==> src/rtl/moving_average_pkg.sv <==
// Shared types and width helpers for the multi-channel moving-average filter.
package moving_average_pkg;

  typedef enum logic [1:0] {
    IDLE   = 2'd0,
    UPDATE = 2'd1,
    EMIT   = 2'd2
  } state_t;

  function automatic int clog2(input int value);
    int result;
    int rem;
    result = 0;
    rem    = value - 1;
    while (rem > 0) begin
      result = result + 1;
      rem    = rem >> 1;
    end
    return result;
  endfunction

  // A single channel still needs a one-bit tag so the ports never collapse.
  function automatic int ch_w(input int channels);
    return (clog2(channels) < 1) ? 1 : clog2(channels);
  endfunction

  function automatic int sum_w(input int data_w, input int win_pow);
    return data_w + win_pow;
  endfunction

endpackage

==> src/rtl/moving_average_mc_if.sv <==
// Sample-in / average-out valid/ready bundle for moving_average_mc.
interface moving_average_mc_if #(
  parameter int DATA_W = 8,
  parameter int CH_W   = 1
);
  logic              in_valid;
  logic              in_ready;
  logic [CH_W-1:0]   in_ch;
  logic [DATA_W-1:0] in_data;
  logic              out_valid;
  logic              out_ready;
  logic [CH_W-1:0]   out_ch;
  logic [DATA_W-1:0] out_data;
  logic              out_full;

  modport master (
    output in_valid, in_ch, in_data, out_ready,
    input  in_ready, out_valid, out_ch, out_data, out_full
  );

  modport slave (
    input  in_valid, in_ch, in_data, out_ready,
    output in_ready, out_valid, out_ch, out_data, out_full
  );
endinterface

==> src/rtl/ma_window_ram.sv <==
// Per-channel sample window store: combinational read of the oldest slot,
// synchronous write, flushed by both reset and clear.
module ma_window_ram #(
  parameter int DATA_W = 8,
  parameter int AW     = 3
) (
  input  logic              clk,
  input  logic              reset,
  input  logic              clear,
  input  logic [AW-1:0]     i_addr,
  input  logic              i_we,
  input  logic [DATA_W-1:0] i_wdata,
  output logic [DATA_W-1:0] o_rdata
);
  localparam int DEPTH = 1 << AW;

  logic [DATA_W-1:0] r_mem [DEPTH];

  assign o_rdata = r_mem[i_addr];

  always_ff @(posedge clk or posedge reset) begin
    if (reset) begin
      for (int i = 0; i < DEPTH; i++) r_mem[i] <= '0;
    end else if (clear) begin
      for (int i = 0; i < DEPTH; i++) r_mem[i] <= '0;
    end else if (i_we) begin
      r_mem[i_addr] <= i_wdata;
    end
  end
endmodule

==> src/rtl/moving_average_mc.sv <==
// Multi-channel power-of-two moving-average filter with valid/ready handshake.
// Define MOVING_AVERAGE_ROUND_EN for round-half-up averages (truncating otherwise).
module moving_average_mc
  import moving_average_pkg::*;
#(
  parameter int DATA_W   = 8,
  parameter int WIN_POW  = 2,
  parameter int CHANNELS = 2
) (
  input  logic                clk,
  input  logic                reset,
  input  logic                clear,
  moving_average_mc_if.slave  bus
);
  localparam int CH_W   = ch_w(CHANNELS);
  localparam int SUM_W  = sum_w(DATA_W, WIN_POW);
  localparam int RND_W  = SUM_W + 1;
  localparam int N      = 1 << WIN_POW;
  localparam int FILL_W = WIN_POW + 1;
  localparam int AW     = CH_W + WIN_POW;

  state_t            r_state, w_state_next;
  logic [CH_W-1:0]   r_ch;
  logic [DATA_W-1:0] r_data;
  logic [CH_W-1:0]   r_out_ch;
  logic [DATA_W-1:0] r_out_data;
  logic              r_out_full;

  logic              w_in_fire, w_ch_ok, w_upd;
  logic [SUM_W-1:0]  w_sum_all  [CHANNELS];
  logic [WIN_POW-1:0] w_wp_all  [CHANNELS];
  logic [FILL_W-1:0] w_fill_all [CHANNELS];
  logic [SUM_W-1:0]  w_sum_old, w_sum_new;
  logic [WIN_POW-1:0] w_wp_sel;
  logic [FILL_W-1:0] w_fill_sel, w_fill_new;
  logic [DATA_W-1:0] w_oldest, w_avg;

  assign bus.in_ready = (r_state == IDLE) && !clear;
  assign w_in_fire    = bus.in_valid && bus.in_ready;
  assign w_ch_ok      = (32'(r_ch) < CHANNELS);
  assign w_upd        = (r_state == UPDATE) && w_ch_ok && !clear;

  always_comb begin
    w_sum_old  = '0;
    w_wp_sel   = '0;
    w_fill_sel = '0;
    for (int c = 0; c < CHANNELS; c++) begin
      if (r_ch == CH_W'(c)) begin
        w_sum_old  = w_sum_all[c];
        w_wp_sel   = w_wp_all[c];
        w_fill_sel = w_fill_all[c];
      end
    end
  end

  // Running sum swaps the evicted sample for the new one; never wraps at SUM_W.
  assign w_sum_new  = w_sum_old - SUM_W'(w_oldest) + SUM_W'(r_data);
  assign w_fill_new = (w_fill_sel == FILL_W'(N)) ? w_fill_sel : w_fill_sel + FILL_W'(1);

`ifdef MOVING_AVERAGE_ROUND_EN
  logic [RND_W-1:0] w_rounded;
  assign w_rounded = {1'b0, w_sum_new} + RND_W'(N / 2);
  assign w_avg     = DATA_W'(w_rounded >> WIN_POW);
`else
  assign w_avg     = DATA_W'(w_sum_new >> WIN_POW);
`endif

  ma_window_ram #(.DATA_W(DATA_W), .AW(AW)) u_ram (
    .clk     (clk),
    .reset   (reset),
    .clear   (clear),
    .i_addr  ({r_ch, w_wp_sel}),
    .i_we    (w_upd),
    .i_wdata (r_data),
    .o_rdata (w_oldest)
  );

  for (genvar gi = 0; gi < CHANNELS; gi++) begin : g_ch
    logic [SUM_W-1:0]   r_sum;
    logic [WIN_POW-1:0] r_wp;
    logic [FILL_W-1:0]  r_fill;
    logic               w_sel;

    assign w_sel = w_upd && (r_ch == CH_W'(gi));

    always_ff @(posedge clk or posedge reset) begin
      if (reset) begin
        r_sum  <= '0;
        r_wp   <= '0;
        r_fill <= '0;
      end else if (clear) begin
        r_sum  <= '0;
        r_wp   <= '0;
        r_fill <= '0;
      end else if (w_sel) begin
        r_sum  <= w_sum_new;
        r_wp   <= r_wp + WIN_POW'(1);
        r_fill <= w_fill_new;
      end
    end

    assign w_sum_all[gi]  = r_sum;
    assign w_wp_all[gi]   = r_wp;
    assign w_fill_all[gi] = r_fill;
  end

  always_ff @(posedge clk or posedge reset) begin
    if (reset) r_state <= IDLE;
    else       r_state <= w_state_next;
  end

  always_comb begin
    w_state_next = r_state;
    case (r_state)
      IDLE:    if (w_in_fire) w_state_next = UPDATE;
      UPDATE:  w_state_next = w_ch_ok ? EMIT : IDLE;
      EMIT:    if (bus.out_ready) w_state_next = IDLE;
      default: w_state_next = IDLE;
    endcase
    if (clear) w_state_next = IDLE;
  end

  always_ff @(posedge clk or posedge reset) begin
    if (reset) begin
      r_ch       <= '0;
      r_data     <= '0;
      r_out_ch   <= '0;
      r_out_data <= '0;
      r_out_full <= 1'b0;
    end else begin
      if (w_in_fire) begin
        r_ch   <= bus.in_ch;
        r_data <= bus.in_data;
      end
      if (w_upd) begin
        r_out_ch   <= r_ch;
        r_out_data <= w_avg;
        r_out_full <= (w_fill_new == FILL_W'(N));
      end
    end
  end

  assign bus.out_valid = (r_state == EMIT);
  assign bus.out_ch    = r_out_ch;
  assign bus.out_data  = r_out_data;
  assign bus.out_full  = r_out_full;
endmodule

==> src/flat_wrapper.sv <==
// flat-port wrapper written by rule: the top's interface ports become plain ports
module moving_average_mc_flat import moving_average_pkg::*;
#(
  parameter int DATA_W   = 8,
  parameter int WIN_POW  = 2,
  parameter int CHANNELS = 2
)
  (clk, reset, clear, bus_in_valid, bus_in_ch, bus_in_data, bus_out_ready, bus_in_ready, bus_out_valid, bus_out_ch, bus_out_data, bus_out_full);
  moving_average_mc_if #(.DATA_W(DATA_W), .CH_W((ch_w(CHANNELS)))) bus_i ();
  input  logic clk;
  input  logic reset;
  input  logic clear;
  input wire logic [$bits(bus_i.in_valid)-1:0] bus_in_valid;
  input wire logic [$bits(bus_i.in_ch)-1:0] bus_in_ch;
  input wire logic [$bits(bus_i.in_data)-1:0] bus_in_data;
  input wire logic [$bits(bus_i.out_ready)-1:0] bus_out_ready;
  output wire logic [$bits(bus_i.in_ready)-1:0] bus_in_ready;
  output wire logic [$bits(bus_i.out_valid)-1:0] bus_out_valid;
  output wire logic [$bits(bus_i.out_ch)-1:0] bus_out_ch;
  output wire logic [$bits(bus_i.out_data)-1:0] bus_out_data;
  output wire logic [$bits(bus_i.out_full)-1:0] bus_out_full;
  assign bus_i.in_valid = bus_in_valid;
  assign bus_i.in_ch = bus_in_ch;
  assign bus_i.in_data = bus_in_data;
  assign bus_i.out_ready = bus_out_ready;
  assign bus_in_ready = bus_i.in_ready;
  assign bus_out_valid = bus_i.out_valid;
  assign bus_out_ch = bus_i.out_ch;
  assign bus_out_data = bus_i.out_data;
  assign bus_out_full = bus_i.out_full;
  moving_average_mc #(.DATA_W(DATA_W), .WIN_POW(WIN_POW), .CHANNELS(CHANNELS)) u_core (.clk(clk), .reset(reset), .clear(clear), .bus(bus_i));
endmodule
==> config.mk <==
export PLATFORM = sky130hd
export DESIGN_NAME = moving_average_mc_flat
export DESIGN_NICKNAME = d
export VERILOG_FILES = /design/src/rtl/moving_average_pkg.sv /design/src/rtl/moving_average_mc_if.sv /design/src/rtl/ma_window_ram.sv /design/src/rtl/moving_average_mc.sv /design/src/flat_wrapper.sv
export SDC_FILE = /design/constraint.sdc
export NUM_CORES = 1
export LEC_CHECK = 0
export CAP_MARGIN = 20
export CORE_UTILIZATION = 47
export CTS_BUF_LIST = sky130_fd_sc_hd__clkbuf_16
export DETAILED_ROUTE_END_ITERATION = 10
export GPL_TIMING_DRIVEN = 0
export PLACE_DENSITY = 0.67
export SETUP_SLACK_MARGIN = 0.5
export SLEW_MARGIN = 20
export SYNTH_ARGS = -nofsm -noshare
export SYNTH_HDL_FRONTEND = slang
export SYNTH_SLANG_ARGS = --single-unit
==> constraint.sdc <==
create_clock -name clk -period 4.2 [get_ports clk]
set_input_delay 1.05 -clock clk [delete_from_list [all_inputs] [get_ports clk]]
set_output_delay 1.05 -clock clk [all_outputs]
set_load 0.01 [all_outputs]
==> results of run 1 <==
cell usage after synthesis (2+ instances only):
cell	number	share of area (%)
dfrtp_1	115	48
nor2_1	74	4.7
mux2i_1	61	10
nand2_1	38	2.4
o21ai_0	35	2.9
inv_1	30	1.9
a21oi_1	27	2.3
nand3b_1	25	3.1
clkbuf_1	24	1.5
mux4_2	15	5.7
ha_1	12	2.5
mux2_2	11	2.1
buf_2	10	0.84
nand3_1	10	0.84
fa_1	8	2.7
xnor2_1	7	1.0
o31ai_1	6	0.75
buf_4	5	0.63
a21o_1	4	0.50
nand2b_1	4	0.42
xor2_1	4	0.59
nor2_2	3	0.31
nor3_1	3	0.25
buf_1	2	0.13
nand4_1	2	0.21
nor2b_1	2	0.21
report_power, final:
part	total (mW)	leakage (nW)	switching, mW	internal (mW)
registers	1.25	1.57	0.0489	1.20
logic	0.942	1.41	0.550	0.392
clock network	1.48	0.300	0.509	0.974
total	3.68	3.27	1.11	2.57
state kept, by name, indices dropped and copies added (netlist names):
register,flops
u_core.bus.out_ch,1
u_core.r_ch,1
u_core.u_ram.r_mem,64
u_core.bus.out_full,1
u_core.g_ch.r_fill,6
u_core.r_state,2
u_core.bus.out_data,8
u_core.r_data,8
u_core.g_ch.r_wp,4
u_core.g_ch.r_sum,20
path summary, 6_finish.rpt:
path	endpoint	slack (ns)	cells past startpoint
setup / recovery	u_core.g_ch[0].r_sum[9]	0.59	11
hold / removal	u_core.bus.out_ch	0.47	2
setup reg to reg	u_core.g_ch[0].r_sum[9]	0.59	11
hold reg to reg	u_core.bus.out_ch	0.47	2
max in group asynchronous	u_core.g_ch[1].r_sum[6]	2.34	4
min in group asynchronous	u_core.r_data[1]	1.07	2
timing repair:
action | in CTS | in global routing
gates resized for setup | 5 | 7
hold endpoints to repair | 0 | 0
endpoints found under the setup margin | 10 | 12
layer usage:
layer	global-route usage (%)	up-vias	wire (um)
met5	0	-	0
met4	8.571	0	185
met3	6.326	17	751
met2	36.73	113	6621
met1	34.29	2214	6672
li1	-	1995	-
worst reg2reg max path: cells and delay by family (launching register included):
kind	cells	cell delay [ns]
compound gates	5	1.21
buf+inv	3	0.54
fa+ha+maj	2	0.85
flops	1	0.51
mux	1	0.39
stage by stage:
stage	cells	power (mW)	instance area, um^2
final	783	3.675	7119
after global routing	783	3.860	7119
after CTS	783	3.670	7097
after detailed placement	752	2.184	6487
after global placement	749	2.163	6427
after floorplan	557	1.895	5977
area by class of cell:
class                   instances  area (um^2)  area share [%]
plain buffers                  42        216.5           3.040
multi-input cells             370         2800           39.33
well taps                     168        210.2           2.953
clock inverters                14        171.4           2.408
flip-flops and latches        115         2879           40.44
repair buffers                 27        300.3           4.218
clock buffers                  17        425.4           5.975
inverters                      30        116.4           1.634
logic make-up (layout without fill, tap and decap cells):
kind of cell | Yosys count | in the layout | synth area share (%)
multiplexers | 87 | 87 | 17.95
AO/OA/AOI/OAI | 79 | 79 | 7.332
buffers and inverters | 72 | 130 | 5.174
XOR/XNOR | 11 | 11 | 1.613
adder cells (fa/ha/maj) | 20 | 20 | 5.195
AND/OR/NAND/NOR | 173 | 173 | 14.56
flip-flops | 115 | 115 | 48.18
==> impl_metrics.py, run 1 <==
metrics = {
    "floorplanning": {
        "start_util_pct": 48.91,
        "io-pin-count": 26,
        "rows": 40,
        "die_y_um": 114.7,
        "die_area_um2": 13160,
        "die_w_um": 114.7,
        "fp.coreArea_um2": 12210,
    },
    "min_path": {
        "holdCritStartpoint": "u_core.bus.out_ch",
        "min_path_type": "register to register",
    },
    "yosys": {
        "synthCells": 557,
        "syn_nets": 591,
        "ys_seq_area_share_pct": 48.18,
        "syn_area_um2": 5973,
        "synth.avg_cell_area_um2": 10.72,
        "yosys_warnings": 0,
        "ys.flop_type": "dfrtp_1",
        "synth_cell_types": 46,
        "yosys_register_bits": 115,
        "synth_edf_count": 0,
        "synthArstFlopShare_pct": 100.0,
    },
    "global_routing": {
        "grt_antenna_before_repair": 0,
        "grt_overflow": 0,
        "grt_max_degree": 35,
        "grt_use_total_pct": 24.34,
        "grt_pass1_vias": 4401,
        "grt_pass1_wl_um": 23600,
    },
    "timing": {
        "finClkSkew_ns": 0.007557,
        "fin_crit_sh_pct": 85.91,
        "fin_setup_tns_ns": 0,
        "hold_viol_final": 0,
        "drv_slew": 0,
        "slew-limit-headroom_pct": 43.31,
        "rsz0062_at_grt": "no",
        "timing.fmax_ghz": 0.2772,
        "worst_hold_slack_ns": 0.4710,
        "worst_pin_slew_ns": 0.8441,
        "postLayoutSetupSlackWorst_ns": 0.5918,
        "fin_crit_ns": 3.608,
        "setup_viol": 0,
    },
    "critical_path": {
        "cp_data_required_time_ns": 4.51,
        "crit_type": "register to register",
        "reg2reg_from": "u_core.r_ch",
        "slowest_stage": "dfrtp_1",
        "critical_path.cell_chain": "buf_6, buf_4, mux2_2, fa_1, inv_1, ha_1, a21o_1, a21oi_1, a21oi_1, o31a_1, o31ai_1",
        "cp-startpoint": "u_core.r_ch",
        "cp_top_family": "compound AO/OA/AOI/OAI gates",
        "arrival_ns": 3.92,
        "critPathMaxFanout": 10,
        "path_buf_inv": 3,
        "end_kind": "register",
        "critPathLaunchType": "register",
        "cp_common_cell": "a21oi_1",
        "max_stage_delay_ns": 0.51,
    },
    "clock_tree": {
        "clk-insertion-delay-late_ns": 0.42,
        "clockBufferDepth": 2,
        "clkTransAtPathRegs_ns": 0.05,
        "hold_buffers": 0,
        "postCtsSetupBuffers": 0,
        "cts_root_buf": "clkbuf_16",
        "tritoncts": "yes",
        "cts_htree_levels": 4,
        "cts.sinks": 115,
        "cts_buffers": 17,
    },
    "route": {
        "routedWlPerCell_um": 18.17,
        "vias_per_cell": 5.542,
        "postRouteAntennaNets": 0,
        "route.detailed.drc": 0,
        "dr.pass1.iters": 7,
        "num_vias": 4339,
        "drt-total-wl_um": 14230,
        "drt_iter0_drc": 254,
    },
    "placed_design": {
        "hpwl_um": 9755,
        "portBuffers": 24,
        "place_congestion": 0.8208,
        "post-place-ws_ns": 0.2702,
    },
    "layout": {
        "final_cell_mix": "dfrtp_1 (114), nor2_1 (74), mux2i_1 (61)",
        "final_common_cell": "dfrtp_1",
        "insertedDiodeCount": 0,
        "nNetsFinal": 637,
        "synthToLayoutAreaGrowth_pct": 19.19,
        "final_util_pct": 58.30,
        "drive_gt1_share_pct": 14.31,
        "n_fill_cell": 1028,
    },
    "power_and_ir_drop": {
        "power_density_nw_per_um2": 516.2,
        "ir_worst_vdd_mv": 0.2701,
        "leakage_nw": 3.273,
    },
    "status": {
        "status": "complete, no violations",
    },
    "flow_run": {
        "cap_violations": 0,
    },
}
(Power assumes the default switching activity.)
==> run 2: changes to the inputs <==
- CORE_UTILIZATION: 47 -> 25
- PLACE_DENSITY: 0.67 -> not set
==> run 2 against run 1 <==
Clock power is 4% lower; die area up 86%; setup slack better by 0.11 ns; global-route usage decreased by 11 points; clock skew grew 0.00074 ns; count of clock-buffer cells in the layout stayed put; cell count grew 20%; register-to-register slack improved by 0.11 ns; sequential power is essentially flat; largest cell class unchanged.
==> impl_metrics.py, run 2 (synthesis gave the netlist of run 1 again) <==
metrics = {
    "critical_path": {
        "critPathMaxFanout": 10,
        "r2r_setup_slack_ns": 0.70,
        "critical_path.cell_chain": "buf_4, buf_6, mux4_2, mux2_2, fa_1, inv_1, ha_1, a21o_1, a21oi_1, nor2b_1, o31a_1, o31ai_2",
        "cp_data_required_time_ns": 4.52,
        "critPathLaunchType": "register",
        "max_stage_delay_ns": 0.54,
        "end_kind": "register",
        "arrival_ns": 3.82,
        "reg2reg_from": "u_core.g_ch[0].r_wp[0]",
        "worstRegToRegCells": 12,
        "slowest_stage": "mux4_2",
        "crit_type": "register to register",
        "regToRegEndpoint": "u_core.bus.out_data[7]",
    },
    "layout": {
        "biggestRegsByFlops": "u_core.u_ram.r_mem x64, u_core.g_ch.r_sum x20",
        "nNetsFinal": 638,
        "synthToLayoutAreaGrowth_pct": 22.92,
        "final_common_cell": "dfrtp_1",
        "insertedDiodeCount": 0,
        "postLayoutCellArea_um2": 7342,
        "final_cell_mix": "dfrtp_1 (113), nor2_1 (74), mux2i_1 (61)",
        "regMostFlops": "u_core.u_ram.r_mem",
        "drive_gt1_share_pct": 15.07,
        "largest_reg_flops": 64,
        "n_fill_cell": 2377,
    },
    "clock_tree": {
        "clk-insertion-delay-late_ns": 0.42,
        "cts_root_buf": "clkbuf_16",
        "postCtsSetupBuffers": 0,
        "cts.sinks": 115,
        "tritoncts": "yes",
        "cts_htree_levels": 4,
        "clockBufferDepth": 2,
        "clkTransAtPathRegs_ns": 0.06,
        "cts_buffers": 17,
    },
    "floorplanning": {
        "io-pin-count": 26,
        "rows": 56,
        "die_y_um": 156.6,
        "start_util_pct": 25.45,
        "die_w_um": 156.6,
        "die_area_um2": 24520,
        "fp.coreArea_um2": 23470,
    },
    "power_and_ir_drop": {
        "swShare_pct": 31.12,
        "pwr-share-clk_pct": 38.8,
        "internal_power_mw": 2.519,
        "combPwrFrac_pct": 27.0,
        "leakage_nw": 3.281,
        "seqPwrFrac_pct": 34.2,
        "ir_worst_vdd_mv": 0.2826,
        "p_sw_mw": 1.138,
        "power_density_nw_per_um2": 498.1,
    },
    "timing": {
        "fin_crit_ns": 3.497,
        "slew-limit-headroom_pct": 45.92,
        "finClkSkew_ns": 0.008298,
        "hold_viol_final": 0,
        "drv_slew": 0,
        "fin_setup_tns_ns": 0,
        "worst_hold_slack_ns": 0.4832,
        "worst_pin_slew_ns": 0.8052,
        "timing.fmax_ghz": 0.2860,
        "rsz0062_at_grt": "yes",
        "fin_crit_sh_pct": 83.25,
        "setup_viol": 0,
    },
    "route": {
        "vias_per_cell": 4.525,
        "dr.pass1.iters": 5,
        "drt-total-wl_um": 14860,
        "num_vias": 4235,
        "routedWlPerCell_um": 15.88,
        "route.detailed.drc": 0,
        "postRouteAntennaNets": 0,
        "drt_iter0_drc": 260,
    },
    "global_routing": {
        "grt_use_total_pct": 13.29,
        "grt_pass1_vias": 4283,
        "grt_antenna_before_repair": 0,
        "grt_overflow": 0,
        "grt_pass1_wl_um": 24290,
        "grt_max_degree": 33,
    },
    "placed_design": {
        "portBuffers": 24,
        "postPlaceCellArea_um2": 6711,
        "place_congestion": 0.7454,
        "hpwl_um": 10510,
    },
    "status": {
        "status": "complete, no violations",
    },
    "flow_run": {
        "cap_violations": 0,
    },
    "min_path": {
        "holdCritStartpoint": "u_core.bus.out_data[2]",
        "hold_end": "u_core.bus.out_data[2]",
        "hold_depth": 2,
        "min_path_type": "register to register",
    },
}
-- run 2: repair_timing --
action                     in CTS  in global routing
setup endpoints to repair      13                 12
hold buffers                    0                  0
resized for setup               6                 12
pin swaps                       0                  1
-- run 2: power groups by stage --
| stage | Clock, mW | Combinational [mW] | Sequential [mW] |
|---|---|---|---|
| floorplan | 0 | 0.616 | 1.28 |
| global placement | 0 | 0.938 | 1.27 |
| detailed placement | 0 | 0.957 | 1.27 |
| CTS | 1.44 | 0.967 | 1.25 |
| global route | 1.49 | 1.09 | 1.26 |
| finish | 1.42 | 0.988 | 1.25 |
-- run 2: layout make-up --
class | instances | area, um^2 | area share, %
Multi-Input combinational cell | 370 | 2815 | 38.34
Buffer | 42 | 219.0 | 2.982
Clock buffer | 17 | 425.4 | 5.794
Tap cell | 319 | 399.1 | 5.436
Clock inverter | 15 | 151.4 | 2.062
Timing Repair Buffer | 28 | 335.3 | 4.567
Inverter | 30 | 116.4 | 1.585
Sequential cell | 115 | 2880 | 39.23
-- run 2: critical path: cells and delay by family, from the launching register on --
| kind | cells | cell delay (ns) |
|---|---|---|
| buffers and inverters | 3 | 0.40 |
| flip-flops | 1 | 0.32 |
| AND/OR/NAND/NOR | 1 | 0.08 |
| AO/OA/AOI/OAI | 4 | 0.89 |
| adder cells (fa/ha/maj) | 2 | 0.87 |
| multiplexers | 2 | 0.84 |
-- run 2: worst max path at each step --
stage                                start  cells past startpoint                 endpoint  slack, ns
finish              u_core.g_ch[0].r_wp[0]                     12   u_core.bus.out_data[7]       0.70
global route        u_core.g_ch[1].r_wp[0]                     14  u_core.g_ch[1].r_sum[8]       0.49
CTS                 u_core.g_ch[0].r_wp[0]                     11   u_core.bus.out_data[7]       0.51
detailed placement  u_core.g_ch[0].r_wp[1]                     11   u_core.bus.out_data[7]       0.26
floorplan           u_core.g_ch[0].r_wp[1]                     11   u_core.bus.out_data[7]       0.89
global placement    u_core.g_ch[0].r_wp[1]                     11   u_core.bus.out_data[7]       0.28
-- run 2: routing by layer --
| layer | global-route usage [%] | part of all wire [%] | up-vias |
|---|---|---|---|
| li1 | - | - | 2005 |
| met1 | 18.00 | 48 | 2145 |
| met2 | 20.45 | 47 | 71 |
| met3 | 3.351 | 3.3 | 14 |
| met4 | 4.762 | 1.4 | 0 |
| met5 | 0 | 0 | - |
-- run 2: per-stage QoR --
stage / std cells / total power [mW] / setup slack (ns) / utilization (%)
finish: 936 / 3.657 / 0.7035 / 31.28
global route: 936 / 3.849 / 0.4918 / 31.28
CTS: 936 / 3.654 / 0.5114 / 31.11
detailed placement: 904 / 2.224 / 0.2621 / 28.59
global placement: 900 / 2.206 / 0.2788 / 28.19
floorplan: 557 / 1.895 / 0.8870 / -
==> run 3: changes to the inputs <==
- clock period: 4.2 -> 3.5 ns (I/O delays scaled with it)
==> run 3 against run 2 <==
Setup slack got worse by 0.52 ns; critical path type unchanged; maximum frequency up 5.3%; register-to-register slack lost 0.52 ns; global-route usage up 0.47 points.
==> impl_metrics.py, run 3 (synthesis gave the netlist of run 1 again) <==
metrics = {
    "timing": {
        "drv_slew": 0,
        "fin_crit_sh_pct": 94.85,
        "worst_hold_slack_ns": 0.4757,
        "timing.fmax_ghz": 0.3012,
        "fin_setup_tns_ns": 0,
        "setup_viol": 0,
        "finClkSkew_ns": 0.01161,
        "fin_crit_ns": 3.320,
        "slew-limit-headroom_pct": 40.80,
        "rsz0062_at_grt": "yes",
        "worst_pin_slew_ns": 0.8813,
        "hold_viol_final": 0,
    },
    "power_and_ir_drop": {
        "ir_worst_vdd_mv": 0.3216,
        "power_density_nw_per_um2": 603.6,
        "leakage_nw": 3.363,
        "total_power_mw": 4.621,
    },
    "layout": {
        "insertedDiodeCount": 0,
        "regMostFlops": "u_core.u_ram.r_mem",
        "nNetsFinal": 656,
        "biggestRegsByFlops": "u_core.u_ram.r_mem x64, u_core.g_ch.r_sum x20",
        "final_common_cell": "dfrtp_1",
        "largest_reg_flops": 64,
        "synthToLayoutAreaGrowth_pct": 28.17,
        "final_util_pct": 32.62,
        "final_cell_mix": "dfrtp_1 (113), nor2_1 (72), mux2i_1 (60)",
        "postLayoutCellArea_um2": 7656,
        "drive_gt1_share_pct": 22.19,
    },
    "critical_path": {
        "worstRegToRegCells": 11,
        "cp.depth": 11,
        "cp_top_family": "multiplexers",
        "reg2reg_from": "u_core.g_ch[0].r_wp[0]",
        "arrival_ns": 3.61,
        "cp_data_required_time_ns": 3.79,
        "endpoint": "u_core.g_ch[1].r_sum[8]",
        "max_stage_delay_ns": 0.52,
        "critPathMaxFanout": 6,
        "path_buf_inv": 2,
        "critical_path.cell_chain": "buf_6, mux4_2, mux2_4, fa_1, buf_4, fa_2, nand2b_4, a21o_1, o211ai_1, xnor2_2, o21ai_1",
        "cp-startpoint": "u_core.g_ch[0].r_wp[0]",
        "regToRegEndpoint": "u_core.g_ch[1].r_sum[8]",
        "slowest_stage": "mux4_2",
        "crit_type": "register to register",
        "r2r_setup_slack_ns": 0.18,
        "end_kind": "register",
        "critPathLaunchType": "register",
    },
    "route": {
        "drt-total-wl_um": 15910,
        "num_vias": 4348,
        "route.detailed.drc": 0,
        "dr.pass1.iters": 5,
        "vias_per_cell": 4.577,
        "routedWlPerCell_um": 16.75,
        "postRouteAntennaNets": 0,
        "drt_iter0_drc": 262,
    },
    "global_routing": {
        "grt_overflow": 0,
        "grt_use_total_pct": 13.76,
        "grt_antenna_before_repair": 0,
        "grt_pass1_wl_um": 25150,
        "grt_pass1_vias": 4506,
        "grt_max_degree": 32,
    },
    "floorplanning": {
        "fp.coreArea_um2": 23470,
        "die_y_um": 156.6,
        "die_area_um2": 24520,
        "die_w_um": 156.6,
        "start_util_pct": 25.45,
        "rows": 56,
        "io-pin-count": 26,
    },
    "clock_tree": {
        "clk-insertion-delay-late_ns": 0.42,
        "cts_buffers": 17,
        "clockBufferDepth": 2,
        "cts_root_buf": "clkbuf_16",
        "cts.sinks": 115,
        "clkTransAtPathRegs_ns": 0.05,
        "tritoncts": "yes",
        "cts_htree_levels": 4,
    },
    "placed_design": {
        "postPlaceCellArea_um2": 6760,
        "portBuffers": 24,
        "hpwl_um": 10690,
        "place_congestion": 0.7674,
    },
    "min_path": {
        "min_path_type": "register to register",
    },
    "flow_run": {
        "cap_violations": 0,
    },
    "status": {
        "status": "complete, no violations",
    },
}
## run 3: cell count changes in the layout (fill, tap and decap cells not counted), sizes merged
cell | before | now
inv | 33 | 31
bufinv | 3 | 0
buf | 22 | 40
clkinv | 6 | 7
## run 3: report_power, final
group / switching [mW] / internal (mW)
clock network: 0.588 / 0.862
registers: 0.0568 / 1.44
logic: 0.890 / 0.780
## run 3: cell type report
| type | instances | area (um^2) |
|---|---|---|
| fillers | 2380 | 15820 |
| multi-input cells | 370 | 3082 |
| flip-flops and latches | 115 | 2880 |
| repair buffers | 46 | 446.7 |
| clock buffers | 17 | 425.4 |
| well taps | 319 | 399.1 |
| plain buffers | 42 | 254.0 |
| inverters | 30 | 116.4 |
| clock inverters | 11 | 52.55 |
## run 3: per-layer routing
layer	GRT usage, %	vias up	share of wire, %	routed length (um)
met4	4.202	0	1.3	204
met1	18.62	2219	47	7525
met3	2.659	18	3.3	521
met2	22.15	82	48	7662
met5	0	-	0	0
li1	-	2029	-	-
## run 3: worst register-to-register path, stage by stage (launching register included)
cell and delay (ns):
dfrtp_1 0.34, buf_6 0.15, mux4_2 0.52, mux2_4 0.30, fa_1 0.46, buf_4 0.15
fa_2 0.34, nand2b_4 0.16, a21o_1 0.19, o211ai_1 0.28, xnor2_2 0.19, o21ai_1 0.10
## run 3: per-stage QoR
stage / cells / worst slack, ns
after floorplan: 557 / 0.4109
after global placement: 900 / -0.1486
after detailed placement: 903 / -0.1011
after CTS: 940 / 0.1895
after global routing: 950 / 0.09934
final: 950 / 0.1802
## run 3: what timing repair did
item                                    4_1_cts  5_1_grt
cloned                                        0        0
hold buffers                                  0        0
resized for setup                            31       39
pin swaps                                    15       25
setup buffers                                 9       10
endpoints found under the setup margin       22       21
## run 3: worst min path at each step
stage / start / end / slack, ns / cells after the start
floorplan: u_core.g_ch[1].r_fill[2] / u_core.g_ch[1].r_fill[2] / 0.47 / 2
global placement: u_core.bus.out_data[2] / u_core.bus.out_data[2] / 0.46 / 2
detailed placement: u_core.bus.out_ch / u_core.bus.out_ch / 0.47 / 2
CTS: u_core.bus.out_ch / u_core.bus.out_ch / 0.48 / 2
global route: u_core.bus.out_ch / u_core.bus.out_ch / 0.50 / 2
finish: u_core.bus.out_ch / u_core.bus.out_ch / 0.48 / 2
